`src/rtl/tomasulo_pkg.sv`:
```
// Shared Tomasulo core definitions: result widths, the reserved "no dependency"
// tag, functional-unit indices and the CDB broadcast record.
package tomasulo_pkg;

    localparam int TAG_W  = 3;
    localparam int DATA_W = 16;
    localparam int N_FU   = 3;

    // Tag 0 marks an operand with no outstanding producer, so it never names a result.
    localparam logic [TAG_W-1:0] NULL_TAG = '0;

    // Result producers, in CDB source-index order.
    localparam int FU_ADD = 0;
    localparam int FU_MUL = 1;
    localparam int FU_LD  = 2;

    // One CDB broadcast as snooped by the RS lines and the register-status table.
    typedef struct packed {
        logic              valid;
        logic [TAG_W-1:0]  tag;
        logic [DATA_W-1:0] data;
    } cdb_t;

    // Event counter step that sticks at all-ones instead of wrapping.
    function automatic logic [15:0] sat_inc16(input logic [15:0] value);
        return (value == 16'hFFFF) ? value : value + 16'd1;
    endfunction

endpackage

```
`src/rtl/rr_arbiter.sv`:
```
// Combinational round-robin arbiter. Searches req starting at ptr, wrapping
// modulo N, and returns the first requester as a one-hot grant plus its index.
// The pointer register lives in the parent so the grant stays purely combinational.
module rr_arbiter #(
    parameter int  N     = 3,
    localparam int IDX_W = (N > 1) ? $clog2(N) : 1
) (
    input  logic [N-1:0]     req,
    input  logic [IDX_W-1:0] ptr,
    output logic [N-1:0]     grant,
    output logic [IDX_W-1:0] grant_idx,
    output logic             grant_any
);

    // Walk the requesters from ptr upward with wrap; the first one found wins.
    always_comb begin
        int               pos;
        logic [IDX_W-1:0] pos_idx;
        // NOTE: every output gets a default before the search, so a cycle with no
        // requester still assigns all of them and no latch is inferred.
        grant     = '0;
        grant_idx = '0;
        grant_any = 1'b0;
        for (int k = 0; k < N; k++) begin
            // ptr is below 2*N and k below N, so two conditional wraps suffice.
            pos = int'(ptr) + k;
            if (pos >= N) pos = pos - N;
            if (pos >= N) pos = pos - N;
            pos_idx = IDX_W'(pos);
            if (!grant_any && req[pos_idx]) begin
                grant[pos_idx] = 1'b1;
                grant_idx      = pos_idx;
                grant_any      = 1'b1;
            end
        end
    end

endmodule

```
`src/rtl/cdb_arbiter.sv`:
```
// Common Data Bus scheduler. Each functional unit parks one finished result in
// a private holding buffer; one buffered result per cycle is broadcast on the
// registered CDB, chosen round-robin. Tag 0 is never broadcast: such offers are
// dropped and flagged on the sticky tag_err.
module cdb_arbiter
    import tomasulo_pkg::*;
#(
    parameter int  N_REQ  = N_FU,
    parameter int  TAG_W  = tomasulo_pkg::TAG_W,
    parameter int  DATA_W = tomasulo_pkg::DATA_W,
    localparam int SRC_W  = (N_REQ > 1) ? $clog2(N_REQ) : 1
) (
    input  logic                    Clock,
    input  logic                    Resetn,
    input  logic [N_REQ-1:0]        req_valid,
    input  logic [N_REQ*TAG_W-1:0]  req_tag,
    input  logic [N_REQ*DATA_W-1:0] req_data,
    output logic [N_REQ-1:0]        req_ready,
    output logic                    cdb_valid,
    output logic [TAG_W-1:0]        cdb_tag,
    output logic [DATA_W-1:0]       cdb_data,
    output logic [SRC_W-1:0]        cdb_src,
    output logic [15:0]             conflict_cnt,
    output logic                    tag_err
);

    // Holding buffers, one entry per producer.
    logic [N_REQ-1:0]  buf_valid;
    logic [TAG_W-1:0]  buf_tag  [N_REQ];
    logic [DATA_W-1:0] buf_data [N_REQ];

    // Round-robin state and the current cycle's arbitration result.
    logic [SRC_W-1:0]  rr_ptr;
    logic [SRC_W-1:0]  next_ptr;
    logic [N_REQ-1:0]  grant;
    logic [SRC_W-1:0]  grant_idx;
    logic              grant_any;

    // Per-unit request qualification.
    logic [N_REQ-1:0]  accept;
    logic              null_offered;
    logic              multi_pending;

    rr_arbiter #(
        .N (N_REQ)
    ) u_rr_arbiter (
        .req       (buf_valid),
        .ptr       (rr_ptr),
        .grant     (grant),
        .grant_idx (grant_idx),
        .grant_any (grant_any)
    );

    // A unit may hand over a result when its buffer is empty or is being drained
    // this cycle; this depends only on state, never on req_*.
    assign req_ready = ~buf_valid | grant;

    // Split offers into loadable results and tag-0 offers that must be dropped.
    always_comb begin
        accept       = '0;
        null_offered = 1'b0;
        for (int i = 0; i < N_REQ; i++) begin
            if (req_valid[i]) begin
                if (req_tag[i*TAG_W +: TAG_W] == TAG_W'(NULL_TAG)) begin
                    null_offered = 1'b1;
                end else begin
                    accept[i] = req_ready[i];
                end
            end
        end
    end

    // Pointer moves to the unit after the winner so it has lowest priority next cycle.
    always_comb begin
        if (grant_idx == SRC_W'(N_REQ - 1)) begin
            next_ptr = '0;
        end else begin
            next_ptr = grant_idx + SRC_W'(1);
        end
    end

    assign multi_pending = ($countones(buf_valid) >= 2);

    // Buffer occupancy: a same-edge refill wins over the drain, keeping the entry live.
    always_ff @(posedge Clock or negedge Resetn) begin
        if (!Resetn) begin
            buf_valid <= '0;
        end else begin
            for (int i = 0; i < N_REQ; i++) begin
                if (accept[i]) begin
                    // NOTE: non-blocking assignment, so every flop here samples the
                    // pre-edge values of grant/accept regardless of statement order.
                    buf_valid[i] <= 1'b1;
                end else if (grant[i]) begin
                    buf_valid[i] <= 1'b0;
                end
            end
        end
    end

    // Buffer payload loads on accept only.
    // NOTE: payload has no reset; buf_valid is cleared on reset and gates every use.
    always_ff @(posedge Clock) begin
        for (int i = 0; i < N_REQ; i++) begin
            if (accept[i]) begin
                buf_tag[i]  <= req_tag[i*TAG_W +: TAG_W];
                buf_data[i] <= req_data[i*DATA_W +: DATA_W];
            end
        end
    end

    // Registered CDB broadcast of the granted buffer; idle cycles drive zeros.
    always_ff @(posedge Clock or negedge Resetn) begin
        if (!Resetn) begin
            cdb_valid <= 1'b0;
            cdb_tag   <= '0;
            cdb_data  <= '0;
            cdb_src   <= '0;
            rr_ptr    <= '0;
        end else if (grant_any) begin
            cdb_valid <= 1'b1;
            cdb_tag   <= buf_tag[grant_idx];
            cdb_data  <= buf_data[grant_idx];
            cdb_src   <= grant_idx;
            rr_ptr    <= next_ptr;
        end else begin
            cdb_valid <= 1'b0;
            cdb_tag   <= '0;
            cdb_data  <= '0;
            cdb_src   <= '0;
        end
    end

    // Contention counter (occupancy sampled before update) and sticky tag-0 flag.
    always_ff @(posedge Clock or negedge Resetn) begin
        if (!Resetn) begin
            conflict_cnt <= '0;
            tag_err      <= 1'b0;
        end else begin
            if (multi_pending) begin
                conflict_cnt <= sat_inc16(conflict_cnt);
            end
            if (null_offered) begin
                tag_err <= 1'b1;
            end
        end
    end

endmodule

```
`config.mk`:
```
export PLATFORM = sky130hd
export DESIGN_NAME = cdb_arbiter
export DESIGN_NICKNAME = d
export VERILOG_FILES = /design/src/rtl/tomasulo_pkg.sv /design/src/rtl/rr_arbiter.sv /design/src/rtl/cdb_arbiter.sv
export SDC_FILE = /design/constraint.sdc
export NUM_CORES = 1
export LEC_CHECK = 0
export CAP_MARGIN = 0
export CORE_ASPECT_RATIO = 0.7
export CORE_MARGIN = 4
export CORE_UTILIZATION = 48
export CTS_CLUSTER_SIZE = 10
export DETAILED_ROUTE_END_ITERATION = 6
export GPL_ROUTABILITY_DRIVEN = 0
export PLACE_DENSITY = 0.79
export SETUP_SLACK_MARGIN = 0.4
export SYNTH_ARGS = -nofsm -noshare
export SYNTH_HDL_FRONTEND = slang
export SYNTH_SLANG_ARGS = --single-unit
```
`constraint.sdc`:
```
create_clock -name Clock -period 4.1 [get_ports Clock]
set_input_delay 1.23 -clock Clock [delete_from_list [all_inputs] [get_ports Clock]]
set_output_delay 1.23 -clock Clock [all_outputs]
set_load 0.01 [all_outputs]
```
==> results.cfg <==
[outcome]
outcome = finished clean

[logic_synthesis]
synth_nets = 334
ys_warn_count = 0
syn_avg_cell_area_sq_um = 15.16
synth-async-reset-ratio = 0.4356
synth_ff_type = edfxtp_1
ys_ff_latch = 101
syn_area_sq_mm = 0.004031
synth_edf_count = 57
synth_cell_type_count = 46
yosysSeqAreaShare = 0.6977
synth_cells = 266

[min_path]
min_path_type = reg -> reg

[grt]
grt_max_degree = 45
grt_pass1_wl_microns = 14210
antenna_found_initial = 0
first_global_vias = 2749
grt_usage = 0.1871
overflow = 0

[cts]
clk_latency_ns = 0.34
cts.sinks = 101
clk_pin_slew_ns = 0.07
cts_buffers = 9
cts-root-buf = clkbuf_16
cts_tree = done
cts_max_level = 3
clock_path_buffers = 2

[layout]
regArea_sq_mm = 0.002814
finalNetCount = 447
drive_above_1_share = 0.1250
area_delta_synth_final_pct = 39.17
diodes = 0
n_fill_cell = 526
final_cell_mix = clkdlybuf4s50_1, edfxtp_1, dfrtp_1, a21o_1
fin_cells = 485
multi_input_area_sq_mm = 0.001224
final_common_cell = clkdlybuf4s50_1

[timing]
slew-limit-headroom = 0.2347
fmax_mhz = 272.0
hold_slack_ns = 0.4473
tightest_slew_ns = 1.148
period_needed_ns = 3.676
clock_skew_ns = 0.008917
rsz0062_at_grt = true
hold_viol_final = 0
setup_violations = 0
tns_ns = 0
period_share = 0.8967
report.final.slew_viol_count = 0

[detailed_routing]
drt.antenna.violating_nets = 0
avgViaCountPerCell = 5.472
wl_microns = 8985
dr_total_vias = 2654
wl_per_cell_microns = 18.53
first_pass_iters = 4
drtIter0Drc = 172
drc = 0

[setup_path]
reg2reg_slack_ns = 1.27
worstSetupPathType = reg -> out
max_stage_delay_ns = 0.58
worstPathArrival_ns = 2.45
cp_cell_sequence = inv_1 > ha_1 > nor3b_4 > nor3_2 > o211ai_1 > clkdlybuf4s50_1
end_kind = output pin
critPathLaunchType = flip-flop
cp_data_required_time_ns = 2.87
cp_max_fo = 7
crit_path_top_delay_cell = clkdlybuf4s50_1

[power]
vdd_drop_max_mv = 0.3873
clockPowerShare = 0.195
power_density_mw_per_mm2 = 824.1
p_int_w = 0.003072
switching_share = 0.3357
p_seq_frac = 0.363
p_leak_nw = 2.216
combPwrFrac = 0.442
p_sw_w = 0.001552

[floorplanning]
die_area_sq_mm = 0.009952
initial_core_util = 0.5035
io_pins = 104
die_w_microns = 117.5
die_y_microns = 84.68
rows = 27
core-area_sq_mm = 0.008006

[place]
place.detailed.hpwl_microns = 6119
port_buffers = 103
dp.cells = 465

[run]
cap_violations = 0
per-stage QoR:
| stage | setup WS [ns] | power (W) | utilization | cell area, sq um |
|---|---|---|---|---|
| detailed placement | 0.5443 | 0.003531 | 0.6440 | 5156 |
| finish | 0.4235 | 0.004624 | 0.7007 | 5610 |
| global route | 0.2948 | 0.004906 | 0.7007 | 5610 |
| global placement | 0.6892 | 0.003480 | 0.6440 | 5156 |
| floorplan | 0.6221 | 0.002864 | - | 4031 |
| CTS | 0.3940 | 0.004554 | 0.6925 | 5544 |
critical path, delay by kind of cell, from the launching register on:
family / cells / cell delay, ns
flops: 1 / 0.45
simple gates: 2 / 0.42
fa+ha+maj: 1 / 0.29
compound gates: 1 / 0.24
buf+inv: 2 / 0.71
synthesized netlist by cell type (3+ instances only):
cell type  number  area (sq um)
edfxtp_1       57          1712
dfrtp_1        44          1101
a21o_1         17         127.6
a22o_1         15         131.4
nand2_1        15         56.30
nand3_1         9         45.04
xnor2_1         9         78.83
a21oi_1         6         30.03
ha_1            6         75.07
nor2_1          6         22.52
xor2_1          6         52.55
inv_1           5         18.77
nand4_1         5         31.28
nor3_1          5         25.02
a22oi_1         4         30.03
buf_6           4         45.04
mux2i_1         4         40.04
nor2b_1         4         25.02
o21ai_0         4         20.02
buf_2           3         15.01
nand2b_1        3         18.77
or3b_1          3         26.28
flip-flops by register name (all words and copies together) (netlist names):
name and flops:
cdb_tag 3, buf_valid 3, buf_data 48, conflict_cnt 16, cdb_data 16, cdb_valid 1, rr_ptr 2, cdb_src 2
tag_err 1, buf_tag 9
metal layers:
| metal | vias to the layer above | wire, microns | track usage |
|---|---|---|---|
| met5 | - | 0 | 0 |
| met4 | 0 | 162 | 0.07766 |
| met3 | 13 | 792 | 0.08013 |
| met2 | 116 | 4277 | 0.2966 |
| met1 | 1295 | 3752 | 0.2277 |
| li1 | 1230 | - | - |
final cells by class:
| class | count | share of cell area |
|---|---|---|
| Sequential cell | 101 | 0.5016 |
| Timing Repair Buffer | 111 | 0.1967 |
| Clock buffer | 11 | 0.04326 |
| Multi-Input combinational cell | 151 | 0.2181 |
| Clock inverter | 5 | 0.01450 |
| Inverter | 5 | 0.003345 |
| Tap cell | 101 | 0.02252 |
power groups by stage:
stage / combinational, W / clock [W] / sequential, W
after global routing: 0.00222 / 0.000973 / 0.00171
after global placement: 0.00181 / 0 / 0.00167
after CTS: 0.00195 / 0.000927 / 0.00167
final: 0.00204 / 0.000900 / 0.00168
after floorplan: 0.00117 / 0 / 0.00169
after detailed placement: 0.00186 / 0 / 0.00168
repair_timing:
item / 4_1_cts / 5_1_grt
setup endpoints to repair: 3 / 3
gates resized for setup: 12 / 6
setup buffers: 1 / 3
hold buffers: 0 / 0
cells by family after synthesis:
group	Yosys count	share of synthesized area
xor+xnor	15	0.03259
flops	101	0.6977
simple gates	66	0.1034
mux	6	0.01552
compound gates	58	0.1099
fa+ha+maj	6	0.01862
buf+inv	14	0.02234
path summary, 6_finish.rpt:
| kind | cells after the start | end | startpoint |
|---|---|---|---|
| setup / recovery | 6 | req_ready[1] | rr_ptr[0] |
| hold / removal | 1 | cdb_data[15] | buf_data[0][15] |
| setup reg to reg | 7 | cdb_tag[2] | rr_ptr[0] |
| hold reg to reg | 1 | cdb_data[15] | buf_data[0][15] |
| max in group asynchronous | 1 | rr_ptr[0] | Resetn |
| min in group asynchronous | 1 | conflict_cnt[3] | Resetn |
Note: power is estimated with default switching activity, not from simulation.
